### src/rtl/debouncer_pkg.sv
// Shared types and defaults for the push-button debouncer.
// The optional input synchronizer is selected with BUTTON_DEBOUNCER_SYNC_EN.
package debouncer_pkg;

  typedef enum logic [1:0] {
    IDLE_LOW  = 2'd0,
    WAIT_HIGH = 2'd1,
    IDLE_HIGH = 2'd2,
    WAIT_LOW  = 2'd3
  } state_t;

  localparam int DEF_STABLE_CYCLES = 1000000;
  localparam int DEF_CNT_W         = 24;

  // True when the terminal count STABLE_CYCLES-1 is representable in w bits.
  function automatic bit cnt_fits(input int stable, input int w);
    return (stable >= 2) && (w >= 1) && (w <= 31) && ((stable - 1) < (1 << w));
  endfunction

endpackage

### src/rtl/button_debouncer_if.sv
// Button-side signal bundle: raw level in, debounced level and press strobe out.
interface button_debouncer_if;
  logic btn_in;
  logic dato;
  logic pulse;

  modport master (output btn_in, input dato, input pulse);
  modport slave  (input btn_in, output dato, output pulse);
endinterface

### src/rtl/sync_2ff.sv
// Two-flop synchronizer for the asynchronous button level; both flops clear on reset.
module sync_2ff (
  input  logic clk,
  input  logic rst,
  input  logic d,
  output logic q
);

  logic r_meta_p0;
  logic r_sync_p1;

  always_ff @(posedge clk) begin
    if (rst) begin
      r_meta_p0 <= 1'b0;
      r_sync_p1 <= 1'b0;
    end else begin
      r_meta_p0 <= d;
      r_sync_p1 <= r_meta_p0;
    end
  end

  assign q = r_sync_p1;

endmodule

### src/rtl/button_debouncer.sv
// Push-button debouncer: a level is accepted after STABLE_CYCLES+1 consecutive equal samples.
// Define BUTTON_DEBOUNCER_SYNC_EN to insert a 2-flop synchronizer (+2 cycles latency).
module button_debouncer
  import debouncer_pkg::*;
#(
  parameter int STABLE_CYCLES = DEF_STABLE_CYCLES,
  parameter int CNT_W         = DEF_CNT_W
) (
  input logic               clk,
  input logic               rst,
  button_debouncer_if.slave bus
);

  localparam logic [CNT_W-1:0] LAST = CNT_W'(STABLE_CYCLES - 1);

  if (!cnt_fits(STABLE_CYCLES, CNT_W)) begin : g_bad_param
    $error("button_debouncer: STABLE_CYCLES-1 does not fit in CNT_W bits");
  end

  logic w_s;

`ifdef BUTTON_DEBOUNCER_SYNC_EN
  sync_2ff u_sync (
    .clk (clk),
    .rst (rst),
    .d   (bus.btn_in),
    .q   (w_s)
  );
`else
  assign w_s = bus.btn_in;
`endif

  state_t           r_state;
  logic [CNT_W-1:0] r_cnt;
  logic             r_dato;
  logic             r_pulse;

  always_ff @(posedge clk) begin
    if (rst) begin
      r_state <= IDLE_LOW;
      r_cnt   <= '0;
      r_dato  <= 1'b0;
      r_pulse <= 1'b0;
    end else begin
      r_pulse <= 1'b0;
      case (r_state)
        IDLE_LOW: begin
          if (w_s) begin
            r_state <= WAIT_HIGH;
            r_cnt   <= '0;
          end
        end
        WAIT_HIGH: begin
          // Any low sample aborts; qualification restarts from IDLE_LOW.
          if (!w_s) begin
            r_state <= IDLE_LOW;
            r_cnt   <= '0;
          end else if (r_cnt == LAST) begin
            r_state <= IDLE_HIGH;
            r_cnt   <= '0;
            r_dato  <= 1'b1;
            r_pulse <= 1'b1;
          end else begin
            r_cnt <= r_cnt + CNT_W'(1);
          end
        end
        IDLE_HIGH: begin
          if (!w_s) begin
            r_state <= WAIT_LOW;
            r_cnt   <= '0;
          end
        end
        WAIT_LOW: begin
          if (w_s) begin
            r_state <= IDLE_HIGH;
            r_cnt   <= '0;
          end else if (r_cnt == LAST) begin
            r_state <= IDLE_LOW;
            r_cnt   <= '0;
            r_dato  <= 1'b0;
          end else begin
            r_cnt <= r_cnt + CNT_W'(1);
          end
        end
        default: begin
          r_state <= IDLE_LOW;
          r_cnt   <= '0;
          r_dato  <= 1'b0;
          r_pulse <= 1'b0;
        end
      endcase
    end
  end

  assign bus.dato  = r_dato;
  assign bus.pulse = r_pulse;

endmodule

### src/flat_wrapper.sv
// flat-port wrapper written by rule: the top's interface ports become plain ports
module button_debouncer_flat import debouncer_pkg::*;
#(
  parameter int STABLE_CYCLES = DEF_STABLE_CYCLES,
  parameter int CNT_W         = DEF_CNT_W
)
  (clk, rst, bus_btn_in, bus_dato, bus_pulse);
  button_debouncer_if bus_i ();
  input logic clk;
  input logic rst;
  input wire logic [$bits(bus_i.btn_in)-1:0] bus_btn_in;
  output wire logic [$bits(bus_i.dato)-1:0] bus_dato;
  output wire logic [$bits(bus_i.pulse)-1:0] bus_pulse;
  assign bus_i.btn_in = bus_btn_in;
  assign bus_dato = bus_i.dato;
  assign bus_pulse = bus_i.pulse;
  button_debouncer #(.STABLE_CYCLES(STABLE_CYCLES), .CNT_W(CNT_W)) u_core (.clk(clk), .rst(rst), .bus(bus_i));
endmodule
### config.mk
export PLATFORM = sky130hd
export DESIGN_NAME = button_debouncer_flat
export DESIGN_NICKNAME = d
export VERILOG_FILES = /design/src/rtl/debouncer_pkg.sv /design/src/rtl/button_debouncer_if.sv /design/src/rtl/sync_2ff.sv /design/src/rtl/button_debouncer.sv /design/src/flat_wrapper.sv
export SDC_FILE = /design/constraint.sdc
export NUM_CORES = 1
export LEC_CHECK = 0
export ABC_CLOCK_PERIOD_IN_PS = 3000
export CAP_MARGIN = 5
export CORE_MARGIN = 5
export CORE_UTILIZATION = 40
export CTS_CLUSTER_DIAMETER = 40
export CTS_CLUSTER_SIZE = 40
export DETAILED_ROUTE_END_ITERATION = 12
export GPL_TIMING_DRIVEN = 0
export SLEW_MARGIN = 10
export SYNTH_ARGS = -nofsm -noshare
export SYNTH_HDL_FRONTEND = slang
export SYNTH_SLANG_ARGS = --single-unit
### constraint.sdc
create_clock -name clk -period 3 [get_ports clk]
set_input_delay 0.6 -clock clk [delete_from_list [all_inputs] [get_ports clk]]
set_output_delay 0.6 -clock clk [all_outputs]
set_load 0.005 [all_outputs]
==> impl_metrics.ini, run 1 <==
[grt]
grt-ovfl-total = 0
grt.busiest_layer = met2
track_usage_pct = 14.5
grt_max_degree = 16
met2_usage_pct = 23.9
grt_use_met1_pct = 18.5
grt_pass1_wl_microns = 5940
antenna_found_initial = 0
use_met3_pct = 2.10
grt_pass1_vias = 1286

[clock_network]
cts_resized = 0
cts_setup_buffers = 0
cts_max_level = 1
cts_buffers = 3
clock_latency_ns = 0.28
cts_sinks = 28
clock-root-buffer = clkbuf_8
cts_tree = done
hold_buffers = 0
cts_max_path_buffers = 2
clk_pin_slew_worst_paths_ns = 0.09

[synth]
synth_fa_ha_area_share_pct = 0.831
synth_top_area_share_pct = 37.2
syn-cell-area_sq_um = 1510
synthMuxAreaShare_pct = 1.99
synth.largest_area_cell = dfxtp_1
syn_inst = 182
synth-edff-count = 0
yosys_warnings = 0
synthMostInstantiatedCell = dfxtp_1
synth_cell_type_count = 42
synth_nets = 186
synthSimpleGateAreaFrac_pct = 33.9
synthXorXnorAreaFrac_pct = 1.74
syn-mean-instance-area_sq_um = 8.28
async_reset_ff_share_pct = 0
synth_commonest_cells = 28 x dfxtp_1, 20 x nand2_1, 15 x nand3_1, 14 x a21oi_1, 13 x a31oi_1
synthTopCellsByArea = dfxtp_1 37%, a31oi_1 5.4%, nand2_1 5.0%
yosysSeqAreaShare_pct = 37.2
synth_top_family_by_area = simple AND/OR/NAND/NOR gates
synth_flop_cell = dfxtp_1
synth_compound_area_share_pct = 19.7
synth-seq-cells = 28

[timing]
fin_crit_ns = 2.25
fin_worst_skew_ns = 0.00400
worstMarginPinSlew_ns = 0.732
finalSetupTns_ns = 0
rsz0062_at_grt = no
period_share_pct = 75.0
maxSlewViolCount = 0
fmax_ghz = 0.444
finalHoldViolCount = 0
relSlewSlack_pct = 51.0
setup_viol = 0

[critical_path]
endpoint_kind = flop
r2r_slack_ns = 1.02
critical_path.max_fanout = 10
crit_type = input port to flop
cp-start-kind = input port
reg2reg_from = u_core.r_cnt[0]
arrival_ns = 2.48
required_ns = 3.23
reg2reg_depth = 8
r2r_end = u_core.r_cnt[11]

[drt]
ant_nets = 0
postRouteWirelength_microns = 3540
drtIter0Drc = 81
post-route-drc-count = 0
vias_per_cell = 5.83
dr.pass1.iters = 4
vias = 1382
wire_per_inst_microns = 14.9

[hold_path]
hp-start = u_core.bus.dato
hold_path_depth = 2
hold_end = u_core.bus.dato
min_path_type = flop to flop

[layout]
nFillCells = 367
layout.nets = 194
syn2layout_area_growth_pct = 9.63
diodes = 0
layoutNonFillerInstCount = 237
layout-drive-gt1-share_pct = 8.99
fin_util_pct = 45.1

[pwr]
power.density_nw_per_um2 = 413
finalPower_uw = 682
vdd_drop_max_mv = 0.222
p_leak_uw = 0.000593

[floorplanning]
rows = 22
die_x_microns = 71.4
core_sq_um = 3660
start_util_pct = 41.1
dieArea_sq_um = 5090
die-height_microns = 71.4
ioPinCount = 5

[placement]
post-dp-hpwl_microns = 2500
place_inst = 233
place.gp.congestion = 0.789
numPortBuffers = 3

[outcome]
outcome = finished, final reports clean

[flow_run]
cap_violations = 0
## kinds of logic (layout without fill, tap and decap cells)
group | after synthesis | in the layout
AOI/OAI and AO/OA | 46 | 46
xor gates and xnor gates | 3 | 3
and+or+nand+nor | 87 | 87
buffers and inverters | 14 | 21
adders and majority gates | 1 | 1
muxes | 3 | 3
DFF | 28 | 28
## stage by stage
stage	hold WS, ns	setup WS, ns	area, sq um
2_1_floorplan	0.439	1.22	1510
3_3_place_gp	0.459	0.469	1600
3_5_place_dp	0.473	0.444	1600
4_1_cts	0.491	0.732	1650
5_1_grt	0.515	0.608	1650
6_report	0.498	0.750	1650
## routing by layer
metal	up-vias	share of wire [%]
li1	704	-
met1	643	47
met2	30	47
met3	5	4.2
met4	0	1.8
met5	-	0
## registers in the layout (all words and copies together), names as in the netlist, named ones only
register and flops:
u_core.bus.dato 1, u_core.bus.pulse 1, u_core.r_cnt 24, u_core.r_state 1
## critical path, stage by stage
cell and delay (ns):
clkdlybuf4s50_1 0.52, xor2_1 0.27, nand2_1 0.12, a211oi_2 0.30, buf_6 0.20, buf_2 0.24, o211ai_1 0.13, nand3_1 0.09
## layout make-up
| class | count | area [sq um] | share of cell area (%) |
|---|---|---|---|
| buffer | 10 | 55.1 | 3.33 |
| timing repair buffer | 3 | 30.0 | 1.82 |
| clock buffer | 4 | 55.1 | 3.33 |
| inverter | 4 | 15.0 | 0.909 |
| tap | 48 | 60.1 | 3.64 |
| multi-input combinational | 140 | 876 | 53.0 |
| sequential | 28 | 561 | 33.9 |
## layout by cell type, fill, tap and decap left out, types with 4 or more instances in the layout
cell / n
nor2_1: 9
and3_1: 7
nand2_1: 20
a21oi_1: 14
clkbuf_8: 4
nor3_1: 4
o21ai_0: 6
nand3_1: 15
dfxtp_1: 28
buf_2: 5
a41oi_1: 4
nand4_1: 8
a31oi_1: 13
inv_1: 4
## worst max path at each step
stage / startpoint / slack [ns] / cells after the start / end
final: bus_btn_in / 0.75 / 8 / u_core.r_cnt[20]
after global routing: bus_btn_in / 0.61 / 8 / u_core.r_cnt[20]
after CTS: bus_btn_in / 0.73 / 8 / u_core.r_cnt[16]
after detailed placement: bus_btn_in / 0.44 / 8 / u_core.r_cnt[16]
after global placement: bus_btn_in / 0.47 / 8 / u_core.r_cnt[16]
after floorplan: u_core.r_cnt[0] / 1.22 / 7 / u_core.r_cnt[21]
## power by group
part | internal (uW) | total, uW | leakage [uW] | switching [uW]
combinational | 23.2 | 63.6 | 0.000339 | 40.4
sequential | 377 | 383 | 0.000226 | 6.35
clock | 118 | 235 | 0.0000288 | 118
total | 518 | 682 | 0.000593 | 164
Note: power is estimated with default switching activity, not from simulation.
==> run 2, diff against run 1 <==
--- a/config.mk
+++ b/config.mk
@@ -5,7 +5,7 @@
 export SDC_FILE = /design/constraint.sdc
 export NUM_CORES = 1
 export LEC_CHECK = 0
-export ABC_CLOCK_PERIOD_IN_PS = 3000
+export ABC_CLOCK_PERIOD_IN_PS = 1800
 export CAP_MARGIN = 5
 export CORE_MARGIN = 5
 export CORE_UTILIZATION = 40
==> constraint.sdc (replaced) <==
create_clock -name clk -period 1.8 [get_ports clk]
set_input_delay 0.36 -clock clk [delete_from_list [all_inputs] [get_ports clk]]
set_output_delay 0.36 -clock clk [all_outputs]
set_load 0.005 [all_outputs]
==> impl_metrics.ini, run 2 (synthesis results as in run 1) <==
[layout]
syn2layout_area_growth_pct = 21.6
final_common_cell = dfxtp_1
diodes = 0
layout-drive-gt1-share_pct = 20.9
largest_register = u_core.r_cnt
nFillCells = 353
design_area_sq_um = 1830
layout.nets = 201
largest_reg_flops = 24
final_cell_mix = 23 x dfxtp_1, 19 x nand2_1, 15 x nand3_1
fin_util_pct = 50.0

[floorplanning]
die-height_microns = 71.4
dieArea_sq_um = 5090
core_sq_um = 3660
die_x_microns = 71.4
rows = 22
ioPinCount = 5
start_util_pct = 41.1

[pwr]
switching_share_pct = 24.5
power.density_nw_per_um2 = 630
p_int_uw = 871
seq_power_share_pct = 55.3
switching_power_uw = 283
vdd_drop_max_mv = 0.352
comb_power_share_pct = 10.7
clock_power_share_pct = 34.0
p_leak_uw = 0.000635

[clock_network]
clock_latency_ns = 0.28
clock-root-buffer = clkbuf_8
cts_max_level = 1
cts_sinks = 28
cts_buffers = 3
clk_pin_slew_worst_paths_ns = 0.09
cts_tree = done
cts_max_path_buffers = 2

[critical_path]
crit_path_cell_trace = ha_4 -> nand3_4 -> nor4_4 -> a211oi_4 -> buf_6 -> buf_8 -> a31oi_4 -> a31oi_1
arrival_ns = 1.98
crit_type = flop to flop
critical-path-max-stage-delay_ns = 0.38
endpoint_kind = flop
path_delay_family = simple AND/OR/NAND/NOR gates
required_ns = 1.95
critical_path.max_fanout = 10
cp-start-kind = flop
path_buf_inv = 2
critPathSlowestCell = dfxtp_4

[grt]
grt_max_degree = 16
grt-ovfl-total = 0
grt_pass1_wl_microns = 6020
antenna_found_initial = 0
track_usage_pct = 14.8
grt_pass1_vias = 1306

[drt]
dr.pass1.iters = 4
drtIter0Drc = 71
ant_nets = 0
wire_per_inst_microns = 15.7
vias = 1452
vias_per_cell = 5.95
post-route-drc-count = 0
postRouteWirelength_microns = 3830

[timing]
period_share_pct = 102
maxSlewViolCount = 0
fmax_ghz = 0.547
relSlewSlack_pct = 59.4
worstMarginPinSlew_ns = 0.603
setup_slack_ns = -0.0295
rsz0062_at_grt = yes
hold_slack_ns = 0.482
fin_crit_ns = 1.83
finalHoldViolCount = 0
setup_viol = 3
fin_worst_skew_ns = 0.00374

[outcome]
violations = setup timing
outcome = finished with violations

[placement]
place_area_sq_um = 1600
numPortBuffers = 3
post-dp-hpwl_microns = 2500
place.gp.congestion = 0.789

[flow_run]
cap_violations = 0

[hold_path]
min_path_type = input port to flop
## run 2: cell type report
type	count	area [sq um]	share of cell area [%]
multi-input combinational	140	972	53.1
buffer	10	76.3	4.17
sequential	28	572	31.2
timing repair buffer	10	81.3	4.44
clock buffer	4	55.1	3.01
tap	48	60.1	3.28
inverter	4	15.0	0.820
## run 2: final timing paths
kind / start / endpoint / slack (ns) / cells past startpoint
min: rst / u_core.r_cnt[0] / 0.48 / 2
max: u_core.r_cnt[1] / u_core.r_cnt[23] / -0.03 / 8
min reg2reg: u_core.bus.dato / u_core.bus.dato / 0.50 / 2
max reg2reg: u_core.r_cnt[1] / u_core.r_cnt[23] / -0.03 / 8
## run 2: metrics by stage
stage,total power [uW],instances,TNS [ns],worst slack (ns)
6_report,1150,244,-0.0560,-0.0295
5_1_grt,1210,244,-1.72,-0.118
4_1_cts,1150,239,0,0.000262
3_5_place_dp,759,233,-10.93,-0.516
3_3_place_gp,756,233,-10.24,-0.491
2_1_floorplan,727,182,0,0.0155
## run 2: timing repair
item	in CTS	in global routing
resized for setup	10	22
hold buffers	0	0
setup endpoints to repair	21	24
buffers inserted	2	5
pin swaps	2	12
## run 2: layer usage
| metal | vias up | share of wire (%) | global-route usage, % |
|---|---|---|---|
| li1 | 719 | - | - |
| met1 | 696 | 47 | 18.5 |
| met2 | 28 | 48 | 24.3 |
| met3 | 9 | 2.5 | 2.10 |
| met4 | 0 | 2.0 | 8.14 |
| met5 | - | 0 | 0 |
## run 2: power groups by stage
stage / clock network [uW] / logic (uW) / registers [uW]
CTS: 398 / 113 / 640
finish: 392 / 123 / 638
global placement: 0 / 103 / 652
floorplan: 0 / 75.9 / 651
detailed placement: 0 / 106 / 653
global route: 429 / 139 / 640
